File: src/rtl/risc8_regs_pkg.sv
// risc8_regs_pkg: shared definitions for the risc8 multi-port register file.
//   - REG_COUNT_DEFAULT : default number of 8-bit registers
//   - SRC_*             : per-output-byte source encodings (RAM lane or bypass lane)
//   - clr_state_e       : clear sequencer state encoding
//   - pick_byte()       : output byte mux shared by every read port
// Optional feature macro: RISC8_REGS_BYPASS_EN (same-edge read-after-write bypass).
package risc8_regs_pkg;

   localparam int unsigned REG_COUNT_DEFAULT = 32;

   localparam logic [1:0] SRC_RAM_LO = 2'd0;
   localparam logic [1:0] SRC_RAM_HI = 2'd1;
   localparam logic [1:0] SRC_BYP_LO = 2'd2;
   localparam logic [1:0] SRC_BYP_HI = 2'd3;

   typedef enum logic {
      StClear = 1'b0,
      StReady = 1'b1
   } clr_state_e;

   function automatic logic [7:0] pick_byte(logic [1:0] src, logic [15:0] ram, logic [15:0] byp);
      logic [7:0] b;
      unique case (src)
         SRC_RAM_LO: b = ram[7:0];
         SRC_RAM_HI: b = ram[15:8];
         SRC_BYP_LO: b = byp[7:0];
         SRC_BYP_HI: b = byp[15:8];
         default:    b = ram[7:0];
      endcase
      return b;
   endfunction

endpackage

File: src/rtl/risc8_regs_rdport.sv
// risc8_regs_rdport: one read port of the register file. Holds a private copy of the
// word-organised RAM (written by the shared write port), the registered read word and
// the per-byte source selects, and drives the port's {hi, lo} result.
// Ports:
//   clk, reset            clock, synchronous active-low reset
//   ready                 clear sequence finished; output forced to 0 while low
//   clr_en                current RAM write is a clear write
//   ram_we_lo/hi          byte-lane write enables of the shared write port
//   ram_idx, ram_wdata    word index and data of the shared write port
//   byp_we_lo/hi, byp_idx lanes/word of a core (non-clear) write this edge
//   byp_data              shared bypass latch
//   rd_addr, rd_data      register address in, {hi, lo} result out
// Optional feature macro: RISC8_REGS_BYPASS_EN.
module risc8_regs_rdport
   import risc8_regs_pkg::*;
#(
   parameter int unsigned REG_COUNT = REG_COUNT_DEFAULT,
   localparam int unsigned AW = $clog2(REG_COUNT),
   localparam int unsigned WW = AW - 1
) (
   input  logic          clk,
   input  logic          reset,
   input  logic          ready,
   input  logic          clr_en,
   input  logic          ram_we_lo,
   input  logic          ram_we_hi,
   input  logic [WW-1:0] ram_idx,
   input  logic [15:0]   ram_wdata,
   input  logic          byp_we_lo,
   input  logic          byp_we_hi,
   input  logic [WW-1:0] byp_idx,
   input  logic [15:0]   byp_data,
   input  logic [AW-1:0] rd_addr,
   output logic [15:0]   rd_data
);

   logic [15:0]   mem [REG_COUNT/2];
   logic [WW-1:0] rd_idx;
   logic [15:0]   rd_word_d, rd_word_q;
   logic [1:0]    src_lo_d, src_lo_q;
   logic [1:0]    src_hi_d, src_hi_q;

   assign rd_idx = rd_addr[AW-1:1];

   always_ff @(posedge clk) begin
      if (ram_we_lo) mem[ram_idx][7:0]  <= ram_wdata[7:0];
      if (ram_we_hi) mem[ram_idx][15:8] <= ram_wdata[15:8];
   end

   // A word being cleared on this edge reads back as zero, so the read issued on the
   // final clear edge cannot expose pre-reset contents.
   always_comb begin
      rd_word_d = mem[rd_idx];
      if (clr_en && (ram_idx == rd_idx)) rd_word_d = '0;
   end

`ifdef RISC8_REGS_BYPASS_EN
   logic hit;
   assign hit = (byp_idx == rd_idx);

   // lo byte is R[a]: lane 1 of the pair when a is odd, lane 0 when even.
   // hi byte is always lane 1 of the pair.
   always_comb begin
      src_lo_d = rd_addr[0] ? SRC_RAM_HI : SRC_RAM_LO;
      src_hi_d = SRC_RAM_HI;
      if (hit && byp_we_hi) src_hi_d = SRC_BYP_HI;
      if (rd_addr[0]) begin
         if (hit && byp_we_hi) src_lo_d = SRC_BYP_HI;
      end else begin
         if (hit && byp_we_lo) src_lo_d = SRC_BYP_LO;
      end
   end
`else
   logic unused_byp;
   assign unused_byp = ^{byp_we_lo, byp_we_hi, byp_idx};

   always_comb begin
      src_lo_d = rd_addr[0] ? SRC_RAM_HI : SRC_RAM_LO;
      src_hi_d = SRC_RAM_HI;
   end
`endif

   always_ff @(posedge clk) begin
      if (!reset) begin
         rd_word_q <= '0;
         src_lo_q  <= SRC_RAM_LO;
         src_hi_q  <= SRC_RAM_LO;
      end else begin
         rd_word_q <= rd_word_d;
         src_lo_q  <= src_lo_d;
         src_hi_q  <= src_hi_d;
      end
   end

   always_comb begin
      rd_data = '0;
      if (ready) begin
         rd_data = {pick_byte(src_hi_q, rd_word_q, byp_data),
                    pick_byte(src_lo_q, rd_word_q, byp_data)};
      end
   end

endmodule

File: src/rtl/risc8_regs_mp.sv
// risc8_regs_mp: multi-read-port register file for the risc8 core. 8-bit registers are
// stored as 16-bit word pairs; the RAM is replicated per read port and all copies share
// one byte/word write port. A clear sequencer zeroes every word after reset.
// Ports:
//   clk, reset   clock, synchronous active-low reset
//   ready        high once the clear sequence has finished
//   rd_addr      READ_PORTS*AW, port k at [k*AW +: AW]
//   rd_data      READ_PORTS*16, port k at [k*16 +: 16], {hi, lo}
//   wr_en        write strobe (ignored while ready is low)
//   wr_word      1 = 16-bit pair write, 0 = byte write
//   wr_addr      write register address
//   wr_data      write data, byte writes use [7:0]
// Optional feature macro: RISC8_REGS_BYPASS_EN (same-edge read-after-write bypass).
module risc8_regs_mp
   import risc8_regs_pkg::*;
#(
   parameter int unsigned REG_COUNT  = REG_COUNT_DEFAULT,
   parameter int unsigned READ_PORTS = 2,
   localparam int unsigned AW = $clog2(REG_COUNT),
   localparam int unsigned WW = AW - 1
) (
   input  logic                     clk,
   input  logic                     reset,
   output logic                     ready,
   input  logic [READ_PORTS*AW-1:0] rd_addr,
   output logic [READ_PORTS*16-1:0] rd_data,
   input  logic                     wr_en,
   input  logic                     wr_word,
   input  logic [AW-1:0]            wr_addr,
   input  logic [15:0]              wr_data
);

   localparam logic [WW-1:0] LastWord = WW'(REG_COUNT/2 - 1);

   clr_state_e    state_d, state_q;
   logic [WW-1:0] cnt_d, cnt_q;

   logic          clr_en, wr_ok;
   logic          ram_we_lo, ram_we_hi;
   logic [WW-1:0] ram_idx;
   logic [15:0]   ram_wdata;
   logic          byp_we_lo, byp_we_hi;
   logic [15:0]   byp_q;

   always_ff @(posedge clk) begin
      if (!reset) begin
         state_q <= StClear;
         cnt_q   <= '0;
      end else begin
         state_q <= state_d;
         cnt_q   <= cnt_d;
      end
   end

   always_comb begin
      state_d = state_q;
      cnt_d   = cnt_q;
      unique case (state_q)
         StClear: begin
            cnt_d = cnt_q + 1'b1;
            if (cnt_q == LastWord) state_d = StReady;
         end
         StReady: state_d = StReady;
         default: state_d = StClear;
      endcase
   end

   assign ready  = (state_q == StReady);
   assign clr_en = (state_q == StClear) && reset;
   assign wr_ok  = (state_q == StReady) && reset && wr_en;

   // Byte writes replicate the byte into both lanes so the bypass latch can serve either.
   always_comb begin
      ram_we_lo = 1'b0;
      ram_we_hi = 1'b0;
      ram_idx   = wr_addr[AW-1:1];
      ram_wdata = wr_word ? wr_data : {wr_data[7:0], wr_data[7:0]};
      if (clr_en) begin
         ram_we_lo = 1'b1;
         ram_we_hi = 1'b1;
         ram_idx   = cnt_q;
         ram_wdata = '0;
      end else if (wr_ok) begin
         ram_we_lo = wr_word | ~wr_addr[0];
         ram_we_hi = wr_word | wr_addr[0];
      end
   end

   assign byp_we_lo = wr_ok & ram_we_lo;
   assign byp_we_hi = wr_ok & ram_we_hi;

`ifdef RISC8_REGS_BYPASS_EN
   always_ff @(posedge clk) begin
      if (!reset) begin
         byp_q <= '0;
      end else if (wr_ok) begin
         byp_q <= ram_wdata;
      end
   end
`else
   assign byp_q = '0;
`endif

   for (genvar k = 0; k < READ_PORTS; k++) begin : g_port
      risc8_regs_rdport #(
         .REG_COUNT(REG_COUNT)
      ) u_rdport (
         .clk       (clk),
         .reset     (reset),
         .ready     (ready),
         .clr_en    (clr_en),
         .ram_we_lo (ram_we_lo),
         .ram_we_hi (ram_we_hi),
         .ram_idx   (ram_idx),
         .ram_wdata (ram_wdata),
         .byp_we_lo (byp_we_lo),
         .byp_we_hi (byp_we_hi),
         .byp_idx   (ram_idx),
         .byp_data  (byp_q),
         .rd_addr   (rd_addr[k*AW +: AW]),
         .rd_data   (rd_data[k*16 +: 16])
      );
   end

endmodule

File: config.mk
export PLATFORM = sky130hd
export DESIGN_NAME = risc8_regs_mp
export DESIGN_NICKNAME = d
export VERILOG_FILES = /design/src/rtl/risc8_regs_pkg.sv /design/src/rtl/risc8_regs_rdport.sv /design/src/rtl/risc8_regs_mp.sv
export SDC_FILE = /design/constraint.sdc
export NUM_CORES = 1
export LEC_CHECK = 0
export ABC_AREA = 0
export BUFFER_PORTS_ARGS = -buffer_cell sky130_fd_sc_hd__buf_2
export CORE_MARGIN = 3
export CORE_UTILIZATION = 34
export DETAILED_ROUTE_END_ITERATION = 12
export PLACE_DENSITY = 0.52
export SYNTH_ARGS = -nofsm -noshare
export SYNTH_HDL_FRONTEND = slang
export SYNTH_SLANG_ARGS = --single-unit
export TNS_END_PERCENT = 1
File: constraint.sdc
create_clock -name clk -period 6.55 [get_ports clk]
set_input_delay 1.965 -clock clk [delete_from_list [all_inputs] [get_ports clk]]
set_output_delay 1.965 -clock clk [all_outputs]
set_load 0.03 [all_outputs]
### After elaboration in Yosys (flattened, before gate mapping)

Memories as Yosys holds them, arrays and structs flattened. A register that Yosys moved wholly into a read port is not among the register bits.
Index checks and enable logic that the tools add are counted.

| cells by class | value |
|---|---|
| bitwise gates (word level) | 5 |
| add/subtract/negate cells | 1 |
| muxes and demuxes | 22 |
| reduce and logical (&&, ||, !) cells | 13 |
| equality and inequality tests | 12 |

Operators by type and width:

| operator | count |
|---|---|
| 8-bit one-hot mux with 3 select lines | 4 |
| 16-bit two-way mux | 4 |
| 2-bit equality test, second input constant | 6 |
| 1-bit two-way mux | 12 |
| 2-bit OR reduction | 5 |
| 4-bit equality test | 2 |
| 2-bit by 1-bit equality test with 1-bit output, second input constant | 3 |
| 2-bit logical NOT | 3 |
| 1-bit logical AND | 5 |
| 4-bit by 1-bit adder with 4-bit output, second input constant | 1 |
| 4-bit equality test, second input constant | 1 |
| 4-bit two-way mux | 1 |
| 1-bit inverter | 3 |
| 1-bit bitwise OR | 2 |
| 1-bit one-hot mux with 2 select lines | 1 |

| word-level totals | value |
|---|---|
| bits in writable memories | 512 |
| output and inout bits | 33 |
| memories | 2 |
| flip-flop bits (word level) | 11 |

Memory list:

| memory | words | bits a word | rd ports | clocked after Yosys merged registers in | wr ports | line | RTL |
|---|---|---|---|---|---|---|---|
| g_port[0].u_rdport.mem | 16 | 16 | 1 | 1 | 1 | risc8_regs_rdport.sv:37 | `logic [15:0] mem [REG_COUNT/2];` |
| g_port[1].u_rdport.mem | 16 | 16 | 1 | 1 | 1 | risc8_regs_rdport.sv:37 |  |

### Longest topological paths before layout

Gate-level depths: netlist of the first run.

| depth | value |
|---|---|
| depth in word-level cells | 6 |
| gate-level depth with buffers | 6 |
| mapped depth without buffers | 4 |

### Modules after synthesis

Synthesis of the first run repeated with hierarchy kept, for this count alone.

| unflattened totals | value |
|---|---|
| cell total of the unflattened synthesis | 1080 |
| area total of the unflattened synthesis | 21743.4 sq um |

Modules (own cells, without submodules):

| module | cells an instance | area an instance (sq um) | instances | seq. area each (sq um) |
|---|---|---|---|---|
| risc8_regs_rdport (g_port[0].u_rdport) | 505 | 10611.4 | 1 | 8047.7 |
| risc8_regs_rdport (g_port[1].u_rdport) | 505 | 10596.4 | 1 | 8047.7 |
| risc8_regs_mp | 70 | 535.5 | 1 | 100.1 |

### Worst setup path before layout of the first run

No wires, ideal clock.

| timing | value |
|---|---|
| path type | input-to-reg |
| from | in reset |
| to | mem g_port[1].u_rdport.mem[10][0], enable pin |
| data arrival time | 3.315 ns |
| buffers on the path | 2 |
| cell stages on the path | 6 |
| required time | 6.180 ns |
| setup slack | 2.865 ns |
| cell sequence | buf_2 and2b_1 buf_2 o31ai_1 nand3_1 nor2_1 |

| on the way | value |
|---|---|
| word-level cells in the longest chain between the ends | 6 |
| elaborated cells on any way between the ends | 8 |
| those cells by class | mux (5); reduce/logical (3) |

Ends and longest elaborated chain:

| element | line | RTL |
|---|---|---|
| start: declaration | risc8_regs_mp.sv:23 | `input logic reset,` |
| 1-bit logical AND (2 in a row) | risc8_regs_mp.sv:70 | `assign wr_ok = (state_q == StReady) && reset && wr_en;` |
| 1-bit two-way mux | risc8_regs_mp.sv:83 | `end else if (wr_ok) begin` |
| 1-bit two-way mux | risc8_regs_mp.sv:78 | `if (clr_en) begin` |
| 1-bit two-way mux | risc8_regs_rdport.sv:46 | `if (ram_we_lo) mem[ram_idx][7:0] <= ram_wdata[7:0];` |
| 1-bit two-way mux (implied by the code) | risc8_regs_rdport.sv:46 |  |
| end: declaration | risc8_regs_rdport.sv:37 |  |

Several ways; a longest one is shown, not always the timed one.

### Worst setup path after layout of the first run

| timing | value |
|---|---|
| from | in reset |
| to | mem g_port[1].u_rdport.mem[14][2], enable pin |

Same word-level chain as after synthesis.

==> results of run 1 <==
==> cell usage after synthesis (all sizes together) <==
| cell | n | area share, % |
|---|---|---|
| and2b | 1 | 0.055 |
| nand2 | 6 | 0.16 |
| a21oi | 33 | 1.7 |
| mux4 | 128 | 21 |
| buf | 42 | 1.9 |
| a31oi | 4 | 0.23 |
| a21boi | 1 | 0.055 |
| nand4bb | 1 | 0.082 |
| nand3 | 6 | 0.22 |
| and3 | 1 | 0.045 |
| nand4b | 1 | 0.064 |
| mux2i | 44 | 3.3 |
| edfxtp | 256 | 56 |
| ha | 1 | 0.091 |
| o21ai | 2 | 0.073 |
| a31o | 1 | 0.064 |
| nand2b | 2 | 0.091 |
| dfxtp | 40 | 5.8 |
| or4b | 1 | 0.073 |
| nor2 | 43 | 1.2 |
| nor3b | 2 | 0.11 |
| inv | 4 | 0.11 |
| clkbuf | 18 | 0.49 |
| nor2b | 39 | 1.8 |
| nor4bb | 1 | 0.073 |
| o31ai | 4 | 0.42 |
| and2 | 15 | 0.68 |
| a22oi | 64 | 3.5 |
| nor3 | 1 | 0.036 |
| xnor2 | 11 | 0.70 |
==> through the flow <==
step,cells,power (mW),area (sq um)
detailed placement,1317,2.536,14530
CTS,1380,4.348,15600
global route,1380,4.452,15600
finish,1380,4.305,15600
floorplan,773,2.405,13760
global placement,1317,2.535,14530
==> cells by family after synthesis <==
family,after synthesis,share of synthesized area [%]
xor gates and xnor gates,11,0.7002
muxes,172,24.27
AOI/OAI and AO/OA,109,6.074
DFF,296,61.69
adders and majority gates,1,0.09092
and+or+nand+nor,120,4.638
buffers and inverters,64,2.537
==> state kept, by name (all words and copies together), names as in the netlist <==
register / cells
cnt_q: 4
g_port.u_rdport.src_hi_q: 1
g_port.u_rdport.mem: 256
ready: 1
g_port.u_rdport.src_lo_q: 2
g_port.u_rdport.rd_word_q: 32
==> routing by layer <==
metal | up-vias | track usage, % | share of wire [%]
li1 | 3301 | - | -
met1 | 4058 | 26.67 | 44
met2 | 332 | 26.85 | 46
met3 | 53 | 3.847 | 8.2
met4 | 4 | 4.003 | 1.8
met5 | - | 0 | 0.060
==> worst max path at each step <==
stage               cells past startpoint  slack, ns                            end
floorplan                               6       2.86  g_port[1].u_rdport.mem[10][0]
global placement                        5       2.02   g_port[1].u_rdport.mem[9][0]
detailed placement                      5       1.93  g_port[1].u_rdport.mem[14][0]
CTS                                     5       2.46  g_port[1].u_rdport.mem[14][0]
global route                            5       2.22  g_port[1].u_rdport.mem[14][7]
finish                                  5       2.40  g_port[1].u_rdport.mem[14][2]
==> power by group <==
part | total (mW) | leakage, nW | switching (mW) | internal, mW
registers | 2.13 | 2.68 | 0.0350 | 2.10
clock network | 1.81 | 0.524 | 0.738 | 1.07
logic | 0.361 | 1.83 | 0.218 | 0.143
total | 4.30 | 5.03 | 0.990 | 3.31
==> critical path, stage by stage <==
cell and delay [ns]:
buf_2 0.38, nand2b_1 0.43, nor3b_1 0.31, a31oi_1 0.21, nor2_1 0.94
==> layout make-up <==
type                       count  area (sq um)  share of cell area, %
clock inverter                17         113.9                 0.7298
clock buffer                  46         959.7                  6.151
tap                          525         656.9                  4.210
inverter                       4         15.01                0.09624
sequential                   296          8488                  54.41
timing repair buffer          79         430.4                  2.759
multi-input combinational    413          4937                  31.65
==> run_results.csv, run 1 <==
group,metric,value,unit
setup_path,critical_path_class,"in2reg",
cells_and_area,antenna_cells,0,
cts,clk_latency,0.51,ns
routing,routed_wl,38320,um
status,status,"finished, final reports clean",
cts,clk_pin_slew_worst_paths,0.05,ns
yosys,ys.warnings.count,0,
cells_and_area,layout_common_cells,"edfxtp_1 (256), mux4_2 (128), buf_2 (65)",
job,drv_cap,0,
sta,fin_crit_sh,63.31,%
setup_path,reg2reg_to,"g_port[1].u_rdport.mem[14][2]",
floorplanning,dieArea,0.04292,sq mm
global_route,grt_pass1_vias,7942,
setup_path,critPathMaxFanout,20,
routing,routedWlPerCell,27.77,um
routing,ant_nets,0,
floorplanning,die_x,207.2,um
power_and_ir_drop,max-vdd-ir-drop,169.8,uV
sta,whs,0.6800,ns
yosys,syn-cell-area,0.01376,sq mm
placed_design,portBuffers,67,
sta,worst_pin_slew,1.302,ns
worst_hold_path,holdPathStages,2,
cells_and_area,fin_util,39.18,%
sta,tns,0,ns
sta,rsz0062_at_grt,"false",
global_route,grt_pass1_wl,56760,um
sta,fmax,241.1,MHz
sta,drv_slew,0,
setup_path,worstPathRequired,6.67,ns
cells_and_area,layout_commonest_cell,"edfxtp_1",
global_route,overflow,0,
power_and_ir_drop,p_leak,5.029,nW
setup_path,worst-r2r-setup-slack,3.53,ns
routing,routed_via_density,5.614,
sta,fin_ws,2.403,ns
yosys,synthesis.nets,809,
floorplanning,pin_count,68,
setup_path,cp.arrival,4.27,ns
cts,cts_buffer_depth,3,
routing,drt_iter0_drc,792,
cts,ctsResizeCount,0,
sta,period_needed,4.147,ns
floorplanning,start_util,34.55,%
sta,setup_viol,0,
floorplanning,die_h,207.2,um
cts,cts_tree,"yes",
floorplanning,core_area,0.03982,sq mm
routing,route.detailed.drc,0,
cts,cts_hold_buf,0,
yosys,synth_cell_types,39,
setup_path,crit_start,"reset",
setup_path,r2r_start,"ready",
worst_hold_path,min_from,"cnt_q[1]",
yosys,ys_seq_area_share,61.69,%
yosys,synth_cells,773,
setup_path,startpoint_type,"input pin",
cts,cts_made_buffers,35,
cts,cts.sinks,296,
worst_hold_path,whs_endpoint,"cnt_q[1]",
sta,final_hold_viol_count,0,
cells_and_area,drive_gt1_share,33.33,%
cts,cts_root_buffer,"clkbuf_16",
power_and_ir_drop,power.density,275.9,mW/mm^2
floorplanning,fp-row-count,73,
sta,slew_headroom,12.87,%
yosys,yosys_register_bits,296,
setup_path,cp-end-kind,"flop",
global_route,track_usage,17.82,%
worst_hold_path,min_path_type,"reg2reg",
routing,dr.pass1.iters,5,
cells_and_area,fill_cells,3637,
cells_and_area,synthToLayoutAreaGrowth,13.39,%
placed_design,place_congestion,0.8183,
setup_path,ff2ff_path_depth,4,
placed_design,place_ws,1.931,ns
yosys,syn_area_per_cell,17.80,sq um
global_route,grt_max_degree,48,
sta,finClkSkew,0.01198,ns
cts,post_cts_buffers,0,
cells_and_area,fin_nets,865,
placed_design,dp_hpwl,26550,um
global_route,antenna_found_initial,3,
cts,cts-htree-levels,2,
routing,via_count,7748,
Note: power is estimated with default switching activity, not from simulation.
==> run 2, diff against run 1 <==
Settings changed: PLACE_DENSITY 0.52 to 0.54.
Clock period 6.55 ns to 3.6 ns, I/O delays scaled along.
==> run_results.csv, run 2 (synthesis gave the netlist of run 1 again) <==
group,metric,value,unit
cells_and_area,multi_input_area,0.004922,sq mm
setup_path,cp.arrival,2.01,ns
worst_hold_path,min_from,"cnt_q[1]",
job,drv_cap,0,
sta,setup_viol,0,
sta,final_hold_viol_count,0,
setup_path,slowest_delay,0.91,ns
cts,clk_pin_slew_worst_paths,0.06,ns
floorplanning,dieArea,0.04292,sq mm
cts,cts_hold_buf,0,
cells_and_area,drive_gt1_share,37.24,%
power_and_ir_drop,p_total,7.663,mW
cts,cts_made_buffers,31,
setup_path,worstPathCellList,"mux2i_1 > nor2b_1 > buf_2",
global_route,track_usage,17.52,%
sta,fmax,323.2,MHz
setup_path,r2r_start,"ready",
floorplanning,pin_count,68,
power_and_ir_drop,p_sw,1.808,mW
worst_hold_path,whs_endpoint,"cnt_q[1]",
sta,rsz0062_at_grt,"false",
floorplanning,core_area,0.03982,sq mm
floorplanning,die_x,207.2,um
power_and_ir_drop,internal_power,5.855,mW
worst_hold_path,min_path_type,"reg2reg",
cells_and_area,antenna_cells,0,
power_and_ir_drop,seqPwrFrac,50.5,%
cts,cts.sinks,296,
setup_path,critical_path_class,"reg2out",
placed_design,dp_hpwl,26730,um
cells_and_area,synthToLayoutAreaGrowth,15.80,%
sta,slew_headroom,19.33,%
global_route,grt_pass1_vias,7833,
global_route,grt_max_degree,38,
cts,cts-htree-levels,1,
cells_and_area,layout_commonest_cell,"edfxtp_1",
power_and_ir_drop,pwr-share-clk,40.3,%
cells_and_area,fin_util,40.01,%
cells_and_area,top_regs,"g_port.u_rdport.mem (256), g_port.u_rdport.rd_word_q (32), cnt_q (4)",
routing,via_count,7811,
setup_path,worst-r2r-setup-slack,1.03,ns
routing,drt_iter0_drc,880,
cells_and_area,seq_area,0.008488,sq mm
setup_path,startpoint_type,"flop",
cts,cts_tree,"yes",
placed_design,portBuffers,67,
sta,fin_crit_sh,85.94,%
floorplanning,start_util,34.55,%
worst_hold_path,holdPathStages,2,
global_route,grt_pass1_wl,56210,um
cells_and_area,fill_cells,3690,
cts,cts_buffer_depth,3,
floorplanning,die_h,207.2,um
power_and_ir_drop,combPwrFrac,9.1,%
cells_and_area,top_register,"g_port.u_rdport.mem",
cells_and_area,fin_nets,908,
sta,drv_slew,0,
status,status,"finished, final reports clean",
routing,ant_nets,0,
sta,finClkSkew,0.01504,ns
setup_path,critPathMaxFanout,16,
cts,ctsResizeCount,0,
routing,routed_via_density,5.493,
cells_and_area,largest_reg_flops,256,
global_route,antenna_found_initial,1,
routing,dr.pass1.iters,5,
routing,routedWlPerCell,26.84,um
setup_path,crit_slowest_cell,"dfxtp_1",
floorplanning,fp-row-count,73,
routing,route.detailed.drc,0,
power_and_ir_drop,power.density,480.9,mW/mm^2
cts,post_cts_buffers,0,
sta,worst_pin_slew,1.206,ns
routing,routed_wl,38170,um
power_and_ir_drop,sw_frac_of_total,23.59,%
power_and_ir_drop,max-vdd-ir-drop,259.9,uV
setup_path,worstPathRequired,2.52,ns
cts,cts_root_buffer,"clkbuf_16",
power_and_ir_drop,p_leak,5.263,nW
setup_path,cp-end-kind,"output port",
cells_and_area,design_area,0.01593,sq mm
global_route,overflow,0,
sta,period_needed,3.094,ns
cells_and_area,layout_common_cells,"edfxtp_1 (256), mux4_2 (128), buf_2 (65)",
placed_design,place_area,0.01494,sq mm
cts,clk_latency,0.56,ns
placed_design,place_congestion,0.8057,
setup_path,reg2reg_to,"g_port[1].u_rdport.mem[11][14]",
setup_path,ff2ff_path_depth,5,
sta,tns,0,ns
-- run 2: cell count changes in the layout (fill, tap and decap cells not counted), moves of 2 or more --
| cell | before | now |
|---|---|---|
| buf_4 | 14 | 55 |
| clkbuf_1 | 9 | 1 |
| buf_12 | 0 | 6 |
| clkbuf_16 | 37 | 31 |
| clkinv_1 | 8 | 3 |
| clkinv_2 | 6 | 11 |
| nor2b_1 | 35 | 39 |
| nor2b_2 | 4 | 0 |
| clkinv_4 | 0 | 3 |
| clkinvlp_4 | 1 | 4 |
| inv_6 | 0 | 2 |
| nor2_1 | 41 | 43 |
| nor2_2 | 2 | 0 |
-- run 2: area by class of cell --
class	instances	share of cell area, %
Clock inverter	25	1.256
Multi-Input combinational cell	413	30.89
Timing Repair Buffer	126	5.387
Sequential cell	296	53.27
Tap cell	525	4.123
Clock buffer	33	4.978
Inverter	4	0.09423
-- run 2: critical path: cells and delay by family (launching register included) --
kind                   cells  cell delay [ns]
buffers and inverters      1             0.20
flip-flops                 1             0.91
multiplexers               1             0.20
AND/OR/NAND/NOR            1             0.15
-- run 2: how the worst max path moves through the flow --
stage                                   start                       endpoint  slack (ns)  cells after the start
4_1_cts        g_port[1].u_rdport.src_hi_q[0]                    rd_data[25]        0.47                      3
5_1_grt        g_port[1].u_rdport.src_hi_q[0]                    rd_data[25]        0.33                      3
6_report       g_port[1].u_rdport.src_hi_q[0]                    rd_data[25]        0.51                      3
3_5_place_dp                            reset   g_port[1].u_rdport.mem[3][3]        0.46                      5
2_1_floorplan                           reset  g_port[1].u_rdport.mem[10][0]        0.80                      6
3_3_place_gp                       wr_addr[0]  g_port[0].u_rdport.mem[15][3]        0.48                      5
-- run 2: through the flow --
stage	setup WS, ns	hold slack (ns)	std cells
finish	0.5061	0.6431	1422
floorplan	0.7996	0.5790	773
detailed placement	0.4617	0.6396	1364
global route	0.3311	0.7040	1422
CTS	0.4698	0.6427	1422
global placement	0.4765	0.6646	1364
-- run 2: per-layer routing --
metal	track usage (%)	wire, um	part of all wire, %	up-vias
met2	25.76	16660	44	334
met5	0	13	0.034	-
li1	-	-	-	3390
met1	26.94	17570	46	4047
met4	3.745	751	2.0	2
met3	3.695	3180	8.3	38
-- run 2: power by group through the flow --
stage / clock network, mW / logic [mW] / registers [mW]
2_1_floorplan: 0 / 0.464 / 3.91
3_3_place_gp: 0 / 0.700 / 3.95
3_5_place_dp: 0 / 0.701 / 3.95
4_1_cts: 3.14 / 0.703 / 3.87
5_1_grt: 3.30 / 0.750 / 3.88
6_report: 3.09 / 0.700 / 3.87
==> run 3, diff against run 2 <==
Settings changed: PLACE_DENSITY 0.54 to 0.52.
Clock period 3.6 ns to 3.86 ns, I/O delays scaled along.
==> run_results.csv, run 3 (synthesis gave the netlist of run 1 again) <==
group,metric,value,unit
sta,tns,0,ns
sta,fin_ws,0.6506,ns
setup_path,slowest_delay,0.73,ns
cells_and_area,seq_area,0.008488,sq mm
cells_and_area,layout_common_cells,"edfxtp_1 (256), mux4_2 (128), buf_2 (65)",
floorplanning,fp-row-count,73,
sta,period_needed,3.209,ns
cts,cts_root_buffer,"clkbuf_16",
cells_and_area,design_area,0.01592,sq mm
worst_hold_path,holdPathStages,2,
cts,post_cts_buffers,0,
cts,cts_tree,"yes",
sta,final_hold_viol_count,0,
setup_path,critical_path_class,"reg2out",
routing,via_count,7822,
worst_hold_path,min_path_type,"reg2reg",
cts,clk_latency,0.51,ns
status,status,"finished, final reports clean",
power_and_ir_drop,max-vdd-ir-drop,247.1,uV
routing,dr.pass1.iters,7,
global_route,grt_pass1_vias,7973,
cells_and_area,top_regs,"g_port.u_rdport.mem (256), g_port.u_rdport.rd_word_q (32), cnt_q (4)",
cells_and_area,synthToLayoutAreaGrowth,15.70,%
cells_and_area,fin_nets,905,
setup_path,crit_slowest_cell,"dfxtp_1",
setup_path,critPathMaxFanout,34,
routing,routed_wl,38840,um
sta,fin_crit_sh,83.15,%
setup_path,worstPathRequired,2.70,ns
cts,ctsResizeCount,0,
routing,drt_iter0_drc,851,
cts,clk_pin_slew_worst_paths,0.06,ns
cts,cts_made_buffers,34,
placed_design,place_ws,0.3814,ns
setup_path,cp.arrival,2.05,ns
floorplanning,die_x,207.2,um
routing,ant_nets,0,
global_route,track_usage,17.89,%
sta,fmax,311.6,MHz
sta,drv_slew,0,
setup_path,worst-r2r-setup-slack,1.01,ns
floorplanning,dieArea,0.04292,sq mm
global_route,antenna_found_initial,0,
sta,worst_pin_slew,1.220,ns
placed_design,place_congestion,0.8118,
cells_and_area,multi_input_area,0.004922,sq mm
floorplanning,die_h,207.2,um
global_route,grt_max_degree,35,
sta,setup_viol,0,
power_and_ir_drop,p_leak,5.257,nW
cts,cts_hold_buf,0,
cells_and_area,largest_reg_flops,256,
setup_path,ff2ff_path_depth,4,
placed_design,portBuffers,67,
job,drv_cap,0,
cts,cts_buffer_depth,3,
placed_design,place_area,0.01487,sq mm
cells_and_area,antenna_cells,0,
setup_path,startpoint_type,"flop",
floorplanning,core_area,0.03982,sq mm
cells_and_area,fill_cells,3661,
power_and_ir_drop,power.density,458.6,mW/mm^2
placed_design,dp_hpwl,26770,um
setup_path,worstPathCellList,"buf_4 > nor2b_1 > buf_2",
global_route,grt_pass1_wl,56640,um
sta,rsz0062_at_grt,"false",
sta,finClkSkew,0.01802,ns
cts,cts.sinks,296,
floorplanning,start_util,34.55,%
floorplanning,pin_count,68,
cells_and_area,layout_commonest_cell,"edfxtp_1",
cells_and_area,drive_gt1_share,35.99,%
sta,slew_headroom,18.35,%
routing,routedWlPerCell,27.41,um
cts,cts-htree-levels,2,
global_route,overflow,0,
routing,routed_via_density,5.520,
setup_path,cp-end-kind,"output port",
routing,route.detailed.drc,0,
cells_and_area,top_register,"g_port.u_rdport.mem",
[run 3: worst paths after layout]
path	start	endpoint
min	cnt_q[1]	cnt_q[1]
max	ready	rd_data[30]
max reg2reg	ready	g_port[1].u_rdport.mem[11][14]
min reg2reg	cnt_q[1]	cnt_q[1]
[run 3: area by class of cell]
cell class / count / area share (%)
Clock buffer: 43 / 5.957
Clock inverter: 16 / 0.6366
Inverter: 4 / 0.09431
Multi-Input combinational cell: 413 / 30.92
Sequential cell: 296 / 53.32
Tap cell: 525 / 4.126
Timing Repair Buffer: 120 / 4.951
[run 3: report_power, final]
group | internal [mW] | switching, mW | total [mW]
sequential | 3.56 | 0.0571 | 3.62
clock | 1.80 | 1.24 | 3.04
combinational | 0.266 | 0.378 | 0.644
[run 3: stage by stage]
stage	cells	utilization [%]	power (mW)	hold slack, ns
after CTS	1417	39.98	7.362	0.6544
after global routing	1417	39.98	7.555	0.7107
final	1417	39.98	7.301	0.6573
after global placement	1358	37.34	4.330	0.6418
after detailed placement	1358	37.34	4.332	0.6464
after floorplan	773	-	4.081	0.5790
[run 3: worst max-delay path, delay by kind of cell (launching register included)]
family	cells	cell delay (ns)
buf+inv	2	0.61
flops	1	0.73
simple gates	1	0.19
[run 3: routing by layer]
metal  up-vias  track usage (%)  part of all wire, %
li1       3368                -                    -
met2       291            26.95                   45
met4         0            3.113                  1.2
met1      4124            27.19                   47
met3        39            3.862                  7.3
met5         -                0                    0
